$ cat config.mk
export PLATFORM = sky130hd
export DESIGN_NAME = mmcm_ps_responder
export DESIGN_NICKNAME = d
export VERILOG_FILES = /design/src/rtl/mmcm_ps_responder.sv
export SDC_FILE = /design/constraint.sdc
export NUM_CORES = 1
export LEC_CHECK = 0
export CORE_ASPECT_RATIO = 1.25
export CORE_MARGIN = 4
export CORE_UTILIZATION = 52
export DETAILED_ROUTE_END_ITERATION = 8
export PLACE_DENSITY = 0.8
export SLEW_MARGIN = 20
export SYNTH_ARGS = -nofsm -noshare
export SYNTH_HDL_FRONTEND = slang
export SYNTH_SLANG_ARGS = --single-unit
$ cat constraint.sdc
create_clock -name clk -period 2.6 [get_ports clk]
set_input_delay 0.26 -clock clk [delete_from_list [all_inputs] [get_ports clk]]
set_output_delay 0.26 -clock clk [all_outputs]
set_load 0.005 [all_outputs]
$ cat src/rtl/mmcm_ps_responder.sv
// ---------------------------------------------------------------------------
// mmcm_ps_responder
//
// Stands in for the dynamic phase-shift (DPS) port of an MMCM. It answers each
// accepted psen with a one-cycle psdone after a fixed latency. It tracks the
// accumulated fine-phase position modulo one output period. It also raises a
// sticky flag when a request arrives while a shift is still in flight.
//
// Handshake: a request is a single-cycle psen pulse, with psincdec valid in
// that same cycle. It is accepted only when the block is idle (busy=0). The
// completion is a single-cycle psdone pulse exactly PS_LATENCY cycles after
// the accepted psen. A psen seen while busy=1, including the psdone cycle, is
// dropped and sets overrun.
//
// Parameters:
//   PS_LATENCY    cycles from sampled psen to psdone (2..255)
//   PERIOD_STEPS  fine steps per output period; phase wraps modulo this
//                 value (2..65535)
//
// Ports:
//   clk       DPS clock, rising edge
//   resetn    asynchronous active-low reset
//   psen      phase-shift request pulse
//   psincdec  direction sampled with psen (1 = increment, 0 = decrement)
//   clr       synchronous clear of overrun (a new violation wins)
//   psdone    registered one-cycle completion pulse
//   busy      high while a shift is in flight
//   phase     current phase position, 0..PERIOD_STEPS-1
//   overrun   sticky protocol-violation flag
//   sts       {shift_count[11:0], 2'b00, overrun, busy, phase[15:0]}
// ---------------------------------------------------------------------------
module mmcm_ps_responder #(
    parameter int unsigned PS_LATENCY   = 12,
    parameter int unsigned PERIOD_STEPS = 1120
) (
    input  logic        clk,
    input  logic        resetn,
    input  logic        psen,
    input  logic        psincdec,
    input  logic        clr,
    output logic        psdone,
    output logic        busy,
    output logic [15:0] phase,
    output logic        overrun,
    output logic [31:0] sts
);

    // Catch illegal parameterisations at elaboration time.
    if (PS_LATENCY < 2 || PS_LATENCY > 255) begin : g_bad_latency
        $error("mmcm_ps_responder: PS_LATENCY out of range 2..255");
    end
    if (PERIOD_STEPS < 2 || PERIOD_STEPS > 65535) begin : g_bad_period
        $error("mmcm_ps_responder: PERIOD_STEPS out of range 2..65535");
    end

    // The counter is loaded with PS_LATENCY-1 in the accept cycle. It then
    // counts down once per cycle in WAIT, so it reaches zero in cycle
    // PS_LATENCY.
    localparam logic [7:0]  LOAD_CNT   = 8'(PS_LATENCY - 1);
    localparam logic [15:0] LAST_PHASE = 16'(PERIOD_STEPS - 1);

    typedef enum logic {
        IDLE = 1'b0,
        WAIT = 1'b1
    } state_t;

    state_t      state;
    state_t      state_nx;
    logic [7:0]  cnt;
    logic [7:0]  cnt_nx;
    logic        dir;
    logic        dir_nx;
    logic [15:0] phase_nx;
    logic [11:0] shift_count;
    logic [11:0] shift_count_nx;
    logic        overrun_nx;
    logic        psdone_nx;

    // -----------------------------------------------------------------------
    // State register
    // -----------------------------------------------------------------------
    always_ff @(posedge clk or negedge resetn) begin
        if (!resetn) begin
            state       <= IDLE;
            cnt         <= 8'd0;
            dir         <= 1'b0;
            phase       <= 16'd0;
            shift_count <= 12'd0;
            overrun     <= 1'b0;
            psdone      <= 1'b0;
        end else begin
            state       <= state_nx;
            cnt         <= cnt_nx;
            dir         <= dir_nx;
            phase       <= phase_nx;
            shift_count <= shift_count_nx;
            overrun     <= overrun_nx;
            psdone      <= psdone_nx;
        end
    end

    // -----------------------------------------------------------------------
    // Next-state logic
    // -----------------------------------------------------------------------
    always_comb begin
        state_nx       = state;
        cnt_nx         = cnt;
        dir_nx         = dir;
        phase_nx       = phase;
        shift_count_nx = shift_count;
        overrun_nx     = overrun;

        // The clear is applied first so that a violation in the same cycle
        // overrides it below.
        if (clr) begin
            overrun_nx = 1'b0;
        end

        case (state)
            IDLE: begin
                if (psen) begin
                    dir_nx   = psincdec;
                    cnt_nx   = LOAD_CNT;
                    state_nx = WAIT;
                end
            end

            WAIT: begin
                // Any request while in flight is dropped. That includes a
                // request in the psdone cycle.
                if (psen) begin
                    overrun_nx = 1'b1;
                end

                if (cnt == 8'd0) begin
                    // This is the psdone cycle. The shift is committed on
                    // the edge that ends it.
                    if (dir) begin
                        phase_nx = (phase == LAST_PHASE) ? 16'd0 : phase + 16'd1;
                    end else begin
                        phase_nx = (phase == 16'd0) ? LAST_PHASE : phase - 16'd1;
                    end
                    shift_count_nx = shift_count + 12'd1;
                    state_nx       = IDLE;
                end else begin
                    cnt_nx = cnt - 8'd1;
                end
            end

            default: begin
                state_nx = IDLE;
            end
        endcase

        // psdone is registered. It is raised for the cycle in which the
        // counter will sit at zero in WAIT. LOAD_CNT is never zero, so an
        // accept cycle cannot trigger it.
        psdone_nx = (state_nx == WAIT) && (cnt_nx == 8'd0);
    end

    // -----------------------------------------------------------------------
    // Outputs
    // -----------------------------------------------------------------------
    assign busy = (state == WAIT);
    assign sts  = {shift_count, 2'b00, overrun, busy, phase};

endmodule

Word level (Yosys, flattened, before mapping)
Index checks and enable logic that the tools add are counted.

word-level totals
  input port bits = 5
  register bits after elaboration = 40
  output and inout port bits = 51
  logic and storage cells = 31

cells by class
  equal/unequal tests = 1
  add/subtract/negate cells = 4
  reductions and logical operators = 6
  bitwise gates (word level) = 1
  mux-type cells = 12

operators with widths
  operator                 number
  $mux W16                 3
  $add A16 B1 Y16 const B  1
  $eq A16 B11 Y1 const B   1
  $logic_not A16 Y1        1
  $logic_not A8 Y1         2
  $mux W8                  2
  $pmux W8 S2              1
  $sub A16 B1 Y16 const B  1
  $add A12 B1 Y12 const B  1
  $sub A8 B1 Y8 const B    1
  $mux W1                  5
  $reduce_and A2 Y1        2
  $pmux W1 S2              1
  $logic_and A1 B1 Y1      1
  $not A1 Y1               1

Logic depth before layout (Yosys ltp)
  word-level depth = 5
  depth in mapped cells = 9
  mapped depth without buffers = 7

Worst setup path before layout
OpenSTA, ideal clock, no wires.

  path type = register to register
  start = register phase[7]
  end = register phase[13]
  library setup time = 67 ps
  setup slack = 368 ps
  data required time = 2533 ps
  buffers on the path = 2
  arrival = 2165 ps
  stages on the path, launching flop included = 8
  period minus slack after synthesis = 2232 ps
  path through = dfrtp_1 buf_6 or4_4 buf_6 or4_4 or3_1 a21o_1 nand3_2

between the ends
  longest elaborated chain between the ends = 3
  elaborated cells between the ends (all ways) = 7
  classes of those cells = 2 x add/sub; 1 x eq/ne; 3 x mux; 1 x reduce/logical

RTL lines
  item                                           line      text
  from (decl)                                    43        output logic [15:0] phase,
  from (signal assigned)                         95        phase <= phase_nx;
  $sub A16 B1 Y16, or another cell as far along  141       phase_nx = (phase == 16'd0) ? LAST_PHASE : phase - 16'd1;
  $mux W16 (on tied branches)                    141, 139
  $mux W16 *                                     138       if (dir) begin

Mark *: on every way between the ends. The rest lies on a longest branch, timed or not.
A chain may end at the register's enable or synchronous reset.

Worst setup path after layout
  start = register phase[8]
  end = register phase[10]

Same word-level chain as after synthesis.

==> impl_metrics.csv <==
group,metric,value,unit
status,status,"complete, no violations",
synthesis,yosysTopAreaCellShare,35.2,%
synthesis,yosys-top-cells-area,"dfrtp_1 (35%), o21ai_0 (5.6%), buf_4 (5.3%)",
power,leakagePower,0.00136,µW
sta,rsz0062_at_grt,"no",
die,initial_utilization,54.8,%
die,dieArea,6730,µm²
placed_design,gp_congestion,0.932,
synthesis,synthArstFlopShare,100,%
worst_setup_path,required,2.78,ns
final_layout,area_growth,21.3,%
worst_setup_path,startpoint_type,"flip-flop",
synthesis,yosysSeqAreaShare,35.2,%
placed_design,pre_cts_ws,0.278,ns
detailed_routing,drt_iter0_drc,524,
power,power.total,2950,µW
sta,slew_headroom,41.3,%
detailed_routing,drt-total-wl,7600,µm
synthesis,synthMuxAreaShare,0.748,%
clock_tree,clk_latency,0.30,ns
sta,finalWorstSetupSlack,0.240,ns
global_route,grt_first_pass_wirelength,12700,µm
die,coreArea,5190,µm²
die,die_w,74.2,µm
synthesis,syn_avg_cell_area,8.20,µm²
sta,drv_slew,0,
synthesis,syn_inst,347,
detailed_routing,viasPerCell,6.38,
worst_setup_path,max_stage_delay,0.62,ns
final_layout,regArea,1000,µm²
sta,post-route-period-util,90.8,%
clock_tree,path_clk_slew,0.09,ns
sta,max_slew.worst_pin.slew,0.881,ns
sta,fin_crit,2.36,ns
final_layout,layout-drive-gt1-share,11.3,%
detailed_routing,drc,0,
final_layout,n_antenna_cell,0,
clock_tree,cts_resized,0,
die,fp-row-count,29,
job,max_cap_violations,0,
detailed_routing,first_pass_iters,5,
worst_setup_path,cp-end-kind,"flip-flop",
global_route,antenna_found_initial,0,
global_route,track_usage,23.7,%
clock_tree,clock_sinks,40,
synthesis,yosys.area.top_type,"dfrtp_1",
final_layout,multi_input_area,1530,µm²
worst_setup_path,path_buf_inv,0,
global_route,grt-ovfl-total,0,
sta,hold_violations,0,
worst_setup_path,cp.arrival,2.54,ns
worst_setup_path,crit_chain,"or4_4, nor4_2, nor2b_1, a2111oi_0, a211oi_1",
final_layout,nNetsFinal,392,
synthesis,syn_area,2850,µm²
worst_setup_path,critPathTopFamily,"simple AND/OR/NAND/NOR gates",
sta,hold_ws,0.0669,ns
sta,clock_skew,0.00780,ns
synthesis,synth_ff_type,"dfrtp_1",
final_layout,n_fill_cell,451,
clock_tree,cts_buffers,5,
global_route,grt_max_degree,41,
clock_tree,cts_tree,"built",
worst_setup_path,crit_slowest_cell,"or4_4",
synthesis,yosys_warnings,0,
worst_setup_path,critical_path_class,"flip-flop to flip-flop",
synthesis,synthAdderAreaFrac,2.64,%
clock_tree,cts_setup_buffers,0,
synthesis,synth_compound_area_share,15.7,%
synthesis,synthXorXnorAreaFrac,4.62,%
detailed_routing,post_drt_wl_per_cell,17.1,µm
min_path,hp-class,"primary input to asynchronous set/reset pin",
synthesis,synth.distinct_cells,54,
sta,setup_violations,0,
sta,finalSetupTns,0,ns
placed_design,numPortBuffers,53,
global_route,grt_pass1_vias,2615,
clock_tree,clk_path_buf_depth,2,
power,max-vdd-ir-drop,0.511,mV
detailed_routing,via_count,2833,
clock_tree,hold_buffers,0,
worst_setup_path,reg2reg_depth,5,
placed_design,place_hpwl,5390,µm
worst_setup_path,cp_num_cells,5,
detailed_routing,ant_nets,0,
worst_setup_path,critPathMaxFanout,9,
clock_tree,clockRootBuffer,"clkbuf_8",
die,die_h,90.7,µm
sta,clock.fmax,424,MHz
synthesis,synth-simple-area-share,29.9,%
power,power_density,855,nW/µm²
synthesis,synth_edf_count,0,
synthesis,synth_top_family_by_area,"simple AND/OR/NAND/NOR gates",
synthesis,ys_ff_latch,40,
clock_tree,htreeDepth,2,
die,ios,56,
-- state kept, by name, indices dropped and copies added (netlist names) --
name,cells
psdone,1
phase,16
overrun,1
cnt,8
dir,1
shift_count,12
busy,1
-- worst register-to-register path, cell delays in order (launching register included) --
cell and delay (ns):
dfrtp_1 0.47, or4_4 0.62, nor4_2 0.42, nor2b_1 0.23
a2111oi_0 0.41, a211oi_1 0.09
-- layout make-up --
| class | count | share of cell area (%) |
|---|---|---|
| Multi-Input combinational cell | 249 | 44.4 |
| Sequential cell | 40 | 29.0 |
| Timing Repair Buffer | 74 | 19.8 |
| Tap cell | 62 | 2.25 |
| Clock buffer | 5 | 1.99 |
| Clock inverter | 3 | 1.34 |
| Inverter | 11 | 1.20 |
-- logic make-up (layout without fill, tap and decap cells) --
family	after synthesis	after routing
buf+inv	59	93
fa+ha+maj	6	6
xor+xnor	15	15
other cells	1	2
compound gates	73	73
flops	40	40
simple gates	151	151
mux	2	2
-- layer usage --
metal,global-route usage [%],routed length [µm]
met4,10.1,283
met2,39.3,3830
met3,3.34,562
met5,0,0
met1,30.1,2930
-- cell usage after synthesis, types with 5 or more instances --
library cell and n:
nor4_1 20, or4_1 6, buf_4 20, xor2_1 6, clkbuf_1 23, o21ai_0 32, a31oi_1 5, nand2_1 26
xnor2_1 9, dfrtp_1 40, nor3_1 15, nor2_1 17, ha_1 6, nand4_1 10, inv_1 11, nand2b_1 6
a21oi_1 12, and3_1 6, nand3_1 17
-- report_power, final --
part / internal [µW] / total, µW / leakage [µW] / switching (µW)
registers: 762 / 970 / 0.000491 / 209
logic: 676 / 1440 / 0.000816 / 763
clock network: 289 / 541 / 0.0000548 / 252
-- final timing paths --
kind / from / to / slack, ns
hold / removal: resetn / phase[10] / 0.07
setup reg to reg: phase[8] / phase[10] / 0.24
max in group asynchronous: resetn / psdone / 1.97
setup / recovery: phase[8] / phase[10] / 0.24
min in group clk: shift_count[11] / shift_count[11] / 0.48
hold reg to reg: shift_count[11] / shift_count[11] / 0.48
-- stage by stage --
| stage | area (µm²) | instances | util [%] |
|---|---|---|---|
| 3_5_place_dp | 3340 | 436 | 64.3 |
| 3_3_place_gp | 3340 | 436 | 64.3 |
| 5_1_grt | 3450 | 444 | 66.5 |
| 6_report | 3450 | 444 | 66.5 |
| 4_1_cts | 3450 | 444 | 66.5 |
| 2_1_floorplan | 2850 | 348 | - |
-- cell usage in the layout, fill, tap and decap left out, types with 11 or more instances in the layout --
master,Yosys,final
a21oi_1,12,12
buf_4,20,21
clkdlybuf4s50_1,0,52
dfrtp_1,40,40
inv_1,11,11
nand2_1,26,26
nand3_1,17,17
nor2_1,17,17
nor3_1,15,15
nor4_1,20,20
o21ai_0,32,32
No activity file was read; power rests on OpenSTA's default activity.
